<file path="src/rtl/sha_const.sv">
// Shared constants and types for the sha core and its stream front end.
package sha_const;

    localparam int unsigned Nl = 64;      // message length in bytes
    localparam int unsigned Nk = 256;     // digest width in bits
    localparam int unsigned Nh = Nk / 8;  // digest length in bytes

    typedef enum logic [1:0] {
        COLLECT = 2'd0,
        START   = 2'd1,
        WAIT    = 2'd2,
        SEND    = 2'd3
    } stream_state_t;

endpackage

</file>
<file path="src/rtl/sha_stream.sv">
// Byte-stream front end for the sha core: collects Nl bytes, starts the core,
// then serialises the captured digest MSB-first.
module sha_stream
    import sha_const::*;
#(
    parameter int unsigned Nl = sha_const::Nl,
    parameter int unsigned Nk = sha_const::Nk
) (
    input  logic          clk,
    input  logic          rst,
    input  logic [7:0]    In_Data,
    input  logic          In_Valid,
    output logic          In_Ready,
    output logic [7:0]    Out_Data,
    output logic          Out_Valid,
    input  logic          Out_Ready,
    output logic          Out_Last,
    output logic [7:0]    Sha_Data [0:Nl-1],
    output logic          Sha_Enable,
    input  logic [Nk-1:0] Sha_Hash,
    input  logic          Sha_Ready,
    output logic          Busy
);

    localparam int unsigned HB  = Nk / 8;
    localparam int unsigned ICW = $clog2(Nl + 1);
    localparam int unsigned OCW = $clog2(HB);

    typedef struct packed {
        stream_state_t      state;
        logic [ICW-1:0]     in_cnt;
        logic [OCW-1:0]     out_cnt;
        logic [Nl-1:0][7:0] buffer;
        logic [Nk-1:0]      hash;
    } reg_type;

    reg_type    r_q;
    reg_type    r_d;
    logic       in_open;
    logic       in_fire;
    logic       out_last;
    logic [7:0] out_byte;

    // Input is open while collecting or draining, until the buffer is full.
    always_comb begin
        in_open  = ((r_q.state == COLLECT) || (r_q.state == SEND)) &&
                   (r_q.in_cnt < ICW'(Nl));
        in_fire  = in_open && In_Valid;
        out_last = (r_q.state == SEND) && (r_q.out_cnt == OCW'(HB - 1));
    end

    // Next-state: byte capture, FSM sequencing and digest capture.
    always_comb begin
        r_d = r_q;
        if (in_fire) begin
            for (int i = 0; i < int'(Nl); i++) begin
                if (r_q.in_cnt == ICW'(i)) begin
                    r_d.buffer[i] = In_Data;
                end
            end
            r_d.in_cnt = r_q.in_cnt + ICW'(1);
        end
        case (r_q.state)
            COLLECT: begin
                if (r_q.in_cnt == ICW'(Nl)) begin
                    r_d.state = START;
                end
            end
            START: begin
                r_d.state = WAIT;
            end
            WAIT: begin
                if (Sha_Ready) begin
                    r_d.hash    = Sha_Hash;
                    r_d.in_cnt  = '0;
                    r_d.out_cnt = '0;
                    r_d.state   = SEND;
                end
            end
            SEND: begin
                if (Out_Ready) begin
                    if (out_last) begin
                        r_d.out_cnt = '0;
                        // A message completed during the drain starts at once.
                        r_d.state   = (r_d.in_cnt == ICW'(Nl)) ? START : COLLECT;
                    end else begin
                        r_d.out_cnt = r_q.out_cnt + OCW'(1);
                    end
                end
            end
            default: begin
                r_d.state = COLLECT;
            end
        endcase
    end

    // State register with synchronous reset.
    always_ff @(posedge clk) begin
        if (rst) begin
            r_q <= '0;
        end else begin
            r_q <= r_d;
        end
    end

    // Digest byte select, most significant byte first.
    always_comb begin
        out_byte = 8'h00;
        for (int i = 0; i < int'(HB); i++) begin
            if (r_q.out_cnt == OCW'(i)) begin
                out_byte = r_q.hash[int'(Nk) - 1 - 8 * i -: 8];
            end
        end
    end

    // Buffer presented to the core as a byte array, byte 0 first received.
    always_comb begin
        for (int i = 0; i < int'(Nl); i++) begin
            Sha_Data[i] = r_q.buffer[i];
        end
    end

    // Output decodes of the registered state.
    always_comb begin
        In_Ready   = in_open;
        Out_Valid  = (r_q.state == SEND);
        Out_Data   = out_byte;
        Out_Last   = out_last;
        Sha_Enable = (r_q.state == START);
        Busy       = (r_q.state != COLLECT);
    end

endmodule

</file>
<file path="config.mk">
export PLATFORM = sky130hd
export DESIGN_NAME = sha_stream
export DESIGN_NICKNAME = d
export VERILOG_FILES = /design/src/rtl/sha_const.sv /design/src/rtl/sha_stream.sv
export SDC_FILE = /design/constraint.sdc
export NUM_CORES = 2
export LEC_CHECK = 0
export BUFFER_PORTS_ARGS = -buffer_cell sky130_fd_sc_hd__buf_2
export CORE_AREA = 2 2 309 311
export DETAILED_ROUTE_END_ITERATION = 10
export DIE_AREA = 0 0 311 313
export PLACE_DENSITY = 0.56
export SYNTH_ARGS = -nofsm -noshare
export SYNTH_HDL_FRONTEND = slang
export SYNTH_SLANG_ARGS = --single-unit
</file>
<file path="constraint.sdc">
create_clock -name clk -period 10.6 [get_ports clk]
set_clock_uncertainty 0.1 [all_clocks]
set_input_delay 2.12 -clock clk [delete_from_list [all_inputs] [get_ports clk]]
set_output_delay 2.12 -clock clk [all_outputs]
set_load 0.02 [all_outputs]
</file>
---- Yosys cells after proc, flatten, opt, wreduce, memory -nomap -nowiden ----
Index checks and enable logic that the tools add are counted.
cells by class
  add/sub/neg operators ................... 2
  multipliers ............................. 0
  divide/modulo/power cells ............... 0
  magnitude comparators ................... 1
  eq/ne operators ......................... 103
  shift-type cells ........................ 0
  muxes and demuxes ....................... 43
  bitwise logic cells ..................... 0
  reduce and logical (&&, ||, !) cells .... 76
operators with widths
  kind                   count
  $mux W8                32
  $eq A7 B6 Y1 const B   32
  $reduce_and A2 Y1      65
  $eq A7 B5 Y1 const B   16
  $eq A5 B5 Y1 const B   16
  $eq A7 B4 Y1 const B   8
  $eq A5 B4 Y1 const B   8
  $eq A7 B3 Y1 const B   4
  $eq A5 B3 Y1 const B   4
  $eq A7 B2 Y1 const B   2
  $eq A7 B7 Y1 const B   2
  $mux W14               1
  $mux W7                2
  $eq A5 B2 Y1 const B   2
  $mux W5                2
  $pmux W5 S2            1
  $pmux W2 S4            1
  $add A7 B1 Y7 const B  1
  $eq A7 B1 Y1 const B   1
  $logic_not A7 Y1       1
  $lt A7 B7 Y1 const B   1
  $mux W2                3
  $ne A2 B1 Y1 const B   3
  $add A5 B1 Y5 const B  1
  other kinds (12)       16
storage, ports and cells
  register bits after elaboration ......... 782
  bits in latches ......................... 0
  RAM bits ................................ 0
  bits in read-only memories .............. 0
  bits of input ports ..................... 269
  logic and storage cells ................. 293
  memories kept ........................... 0

---- Depth between registers and ports, before layout ----
  depth after elaboration ................. 33
  gate-level depth with buffers ........... 14
  mapped depth without buffers ............ 9

---- Least setup slack after synthesis ----
OpenSTA, ideal clock, no wires.
  path type ............................... register to output
  start point ............................. register r_q[768] (netlist name)
  end point ............................... output port Out_Data[6]
  arrival time ............................ 2972 ps
  path slack .............................. 5408 ps
  cell stages (with the launch flop) ...... 13
  cell sequence ........................... dfxtp_1 > ha_1 > buf_2 > buf_2 > clkbuf_1 > and3_1 > ha_1 > a41oi_2 > o221ai_1 > or3_1 > or4_1 > a31oi_1 > a211o_1
between the ends
  longest elaborated chain between the ends .. 33
  elaborated cells between the ends (all ways) .. 64
  those cells by class .................... eq/ne (31); mux (32); reduce/logical (1)
RTL lines
  item                      RTL line           RTL
  start: declaration        sha_stream.sv:37   reg_type r_q;
  start signal: assignment  sha_stream.sv:102  r_q <= r_d;
  $logic_not A5 Y1          sha_stream.sv:110  if (r_q.out_cnt == OCW'(i)) begin
  $mux W8 (31 in a row)     sha_stream.sv:110
  $mux W8 (*)               sha_stream.sv:110
  end: declaration          sha_stream.sv:14   output logic [7:0] Out_Data,
Every way passes the cells marked *; elsewhere a longest branch is shown, timed or not.

---- Worst setup path in the final report ----
  start point ............................. register r_q[768] (netlist name)
  end point ............................... output port Out_Data[4]
Same word-level chain as after synthesis.

==> results_dict.tcl <==
set metrics [dict create \
    finalHoldViolations 0 \
    synth_enable_flop_cells 0 \
    synth_xor_xnor_area_share 0.00148 \
    gp_congestion 0.949 \
    portBuffers 793 \
    whs_path_depth 2 \
    synth_top_family_by_area "simple AND/OR/NAND/NOR gates" \
    drt_wl_total_um 137000 \
    cts.sinks 782 \
    first_pass_iters 6 \
    synth_common_cells "nand2_1 (1044), dfxtp_1 (782), a21oi_1 (731), buf_4 (515), nand3_1 (439)" \
    async_flop_share 0 \
    grt-ovfl-total 0 \
    synth_top_flop_cell "dfxtp_1" \
    drive_above_1_share 0.217 \
    rsz0062_at_grt "no" \
    p_leak_uw 0.0158 \
    worstSetupPathType "flop to output port" \
    fin_crit_ns 7.19 \
    tightest_slew_ns 1.24 \
    synth_warnings 0 \
    grt.total_usage 0.268 \
    core_um2 94200 \
    p_int_uw 4860 \
    fmax_mhz 139 \
    clkTransAtPathRegs_ns 0.06 \
    cp_max_fo 77 \
    clk_latency_ns 0.67 \
    min_path_type "flop to flop" \
    synth.distinct_cells 79 \
    postPlaceCellArea_um2 36300 \
    start_kind "flop" \
    outcome "complete, no violations" \
    hp-start "Sha_Data[240]$_SDFFE_PP0P_" \
    yosysTopAreaCell "dfxtp_1" \
    cts_tree "yes" \
    syn_avg_cell_area_um2 7.77 \
    grt_pass1_vias 29000 \
    slew_viol_final 0 \
    synth_top_area_share 0.440 \
    wl_per_cell_um 23.0 \
    arrival_ns 4.97 \
    cts_buffers 87 \
    hpwl_um 95800 \
    syn2layout_area_growth_pct 10.1 \
    grt_max_degree 231 \
    dieArea_um2 97300 \
    netlist_area_um2 35600 \
    via_count 31600 \
    yosys_register_bits 782 \
    reg2regPathDepth 9 \
    required_ns 8.38 \
    htreeDepth 3 \
    drc_errors 0 \
    initial_core_util 0.378 \
    vias_per_cell 5.30 \
    fp.dieW_um 311 \
    fin_crit_sh 0.678 \
    pwr-share-clk 0.471 \
    drt_iter0_markers 3310 \
    p_seq_frac 0.464 \
    num_rows 113 \
    p_per_area_nw_per_um2 166 \
    yosys-top-cells-area "dfxtp_1 (44%), nand2_1 (11%), buf_4 (11%), a21oi_1 (10%), nand3_1 (6.2%)" \
    swShare 0.252 \
    cts-root-buf "clkbuf_16" \
    end_kind "output port" \
    max-cap-violations 0 \
    ant_nets 0 \
    synthCells 4581 \
    switchingPower_uw 1640 \
    die_h_um 313 \
    whs_endpoint "Sha_Data[240]$_SDFFE_PP0P_" \
    setup_violations 0 \
    synth_fa_ha_area_frac 0.00527 \
    ys_seq_area_frac 0.440 \
    grt_pass1_wl_um 198000 \
    pin_count 794 \
    rrSetupSlack_ns 6.89 \
    antenna_found_initial 15 \
    rr_endpoint "Sha_Data[99]$_SDFFE_PP0P_" \
    cts_max_path_buffers 3 \
    fin_area_um2 39200 \
    post_cts_buffers 0 \
    synth_mux_area_frac 0.0298 \
    yosysMostFrequentCell "nand2_1" \
    maxSlewHeadroom 0.172 \
    regToRegStartpoint "r_q[780]$_SDFFE_PP0P_" \
    synth.net_count 4865 \
    ir_worst_vdd_mv 0.138 \
    cts_resized 0 \
    holdBufCountCts 0 \
    finalSetupTns_ns 0 \
    synth_simple_gate_area_share 0.224 \
    num-nets-final 4906 \
    synth-compound-area-share 0.147 \
    combPwrFrac 0.066 \
]
-- layer usage --
| metal | track usage | wire length (um) | vias up |
|---|---|---|---|
| met5 | 0 | 0 | - |
| met4 | 0.115 | 5590 | 0 |
| met1 | 0.339 | 56100 | 15100 |
| met2 | 0.432 | 64100 | 1247 |
| li1 | - | - | 15000 |
| met3 | 0.0689 | 11400 | 242 |
-- flip-flops by register name, summed over array words and instances (netlist names) --
signal	flops
Sha_Data	512
r_q	270
-- final cells by class --
type | instances | area [um2]
antenna | 9 | 22.5
clock buffer | 125 | 2550
clock inverter | 32 | 334
fill | 9786 | 55000
inverter | 28 | 105
multi-input combinational | 2883 | 14500
sequential | 782 | 15700
tap | 1265 | 1580
timing repair buffer | 840 | 4370
-- metrics by stage --
| step | util | worst slack, ns | total power (uW) | hold WS [ns] | std cells |
|---|---|---|---|---|---|
| 2_1_floorplan | - | 5.41 | 3310 | 0.331 | 4581 |
| 3_3_place_gp | 0.385 | 4.39 | 3510 | 0.339 | 5798 |
| 3_5_place_dp | 0.385 | 4.38 | 3510 | 0.343 | 5798 |
| 4_1_cts | 0.416 | 3.63 | 6560 | 0.351 | 5955 |
| 5_1_grt | 0.416 | 3.37 | 6710 | 0.364 | 5960 |
| 6_report | 0.416 | 3.41 | 6500 | 0.349 | 5964 |
-- critical path: stages (launching register included) --
cell	delay (ns)
dfxtp_1	0.37
inv_1	0.11
ha_2	0.17
buf_4	0.61
clkinv_1	0.89
o211a_1	0.48
a32oi_1	0.17
a21oi_1	0.13
o31ai_1	0.64
a41oi_1	0.38
buf_2	0.27
-- power by group through the flow --
stage | combinational (uW) | sequential, uW | clock (uW)
after floorplan | 251 | 3060 | 0
after global placement | 428 | 3080 | 0
after detailed placement | 429 | 3080 | 0
after CTS | 430 | 3010 | 3110
after global routing | 462 | 3020 | 3230
final | 427 | 3020 | 3060
-- cell usage in the layout, fill, tap and decap left out, drive strengths merged, types with 8 or more instances in the layout --
cell	count
nand2	1044
buf	840
dfxtp	782
a21oi	731
nand3	439
nor2	172
clkbuf	125
mux2i	106
o21ai	54
inv	32
a221oi	21
clkinv	21
nor2b	17
o221ai	15
nor3	15
ha	15
nand4b	14
nand4	14
and2	14
nand2b	13
a211oi	12
nand3b	11
a22oi	11
o211ai	11
diode	9
o22ai	9
and3	9
o31ai	8
-- kinds of logic after synthesis --
group / count (synthesis)
buf+inv: 916
flops: 782
xor+xnor: 6
fa+ha+maj: 15
simple gates: 1816
mux: 106
compound gates: 940
-- how the worst max path moves through the flow --
stage               slack (ns)  cells past startpoint             startpoint           to
floorplan                 5.41                     12  r_q[768]$_SDFFE_PP0P_  Out_Data[6]
global placement          4.39                     10  r_q[768]$_SDFFE_PP0P_  Out_Data[7]
detailed placement        4.38                     10  r_q[768]$_SDFFE_PP0P_  Out_Data[4]
CTS                       3.63                     10  r_q[768]$_SDFFE_PP0P_  Out_Data[4]
global route              3.37                     10  r_q[768]$_SDFFE_PP0P_  Out_Data[4]
finish                    3.41                     10  r_q[768]$_SDFFE_PP0P_  Out_Data[4]
(Power assumes the default switching activity.)
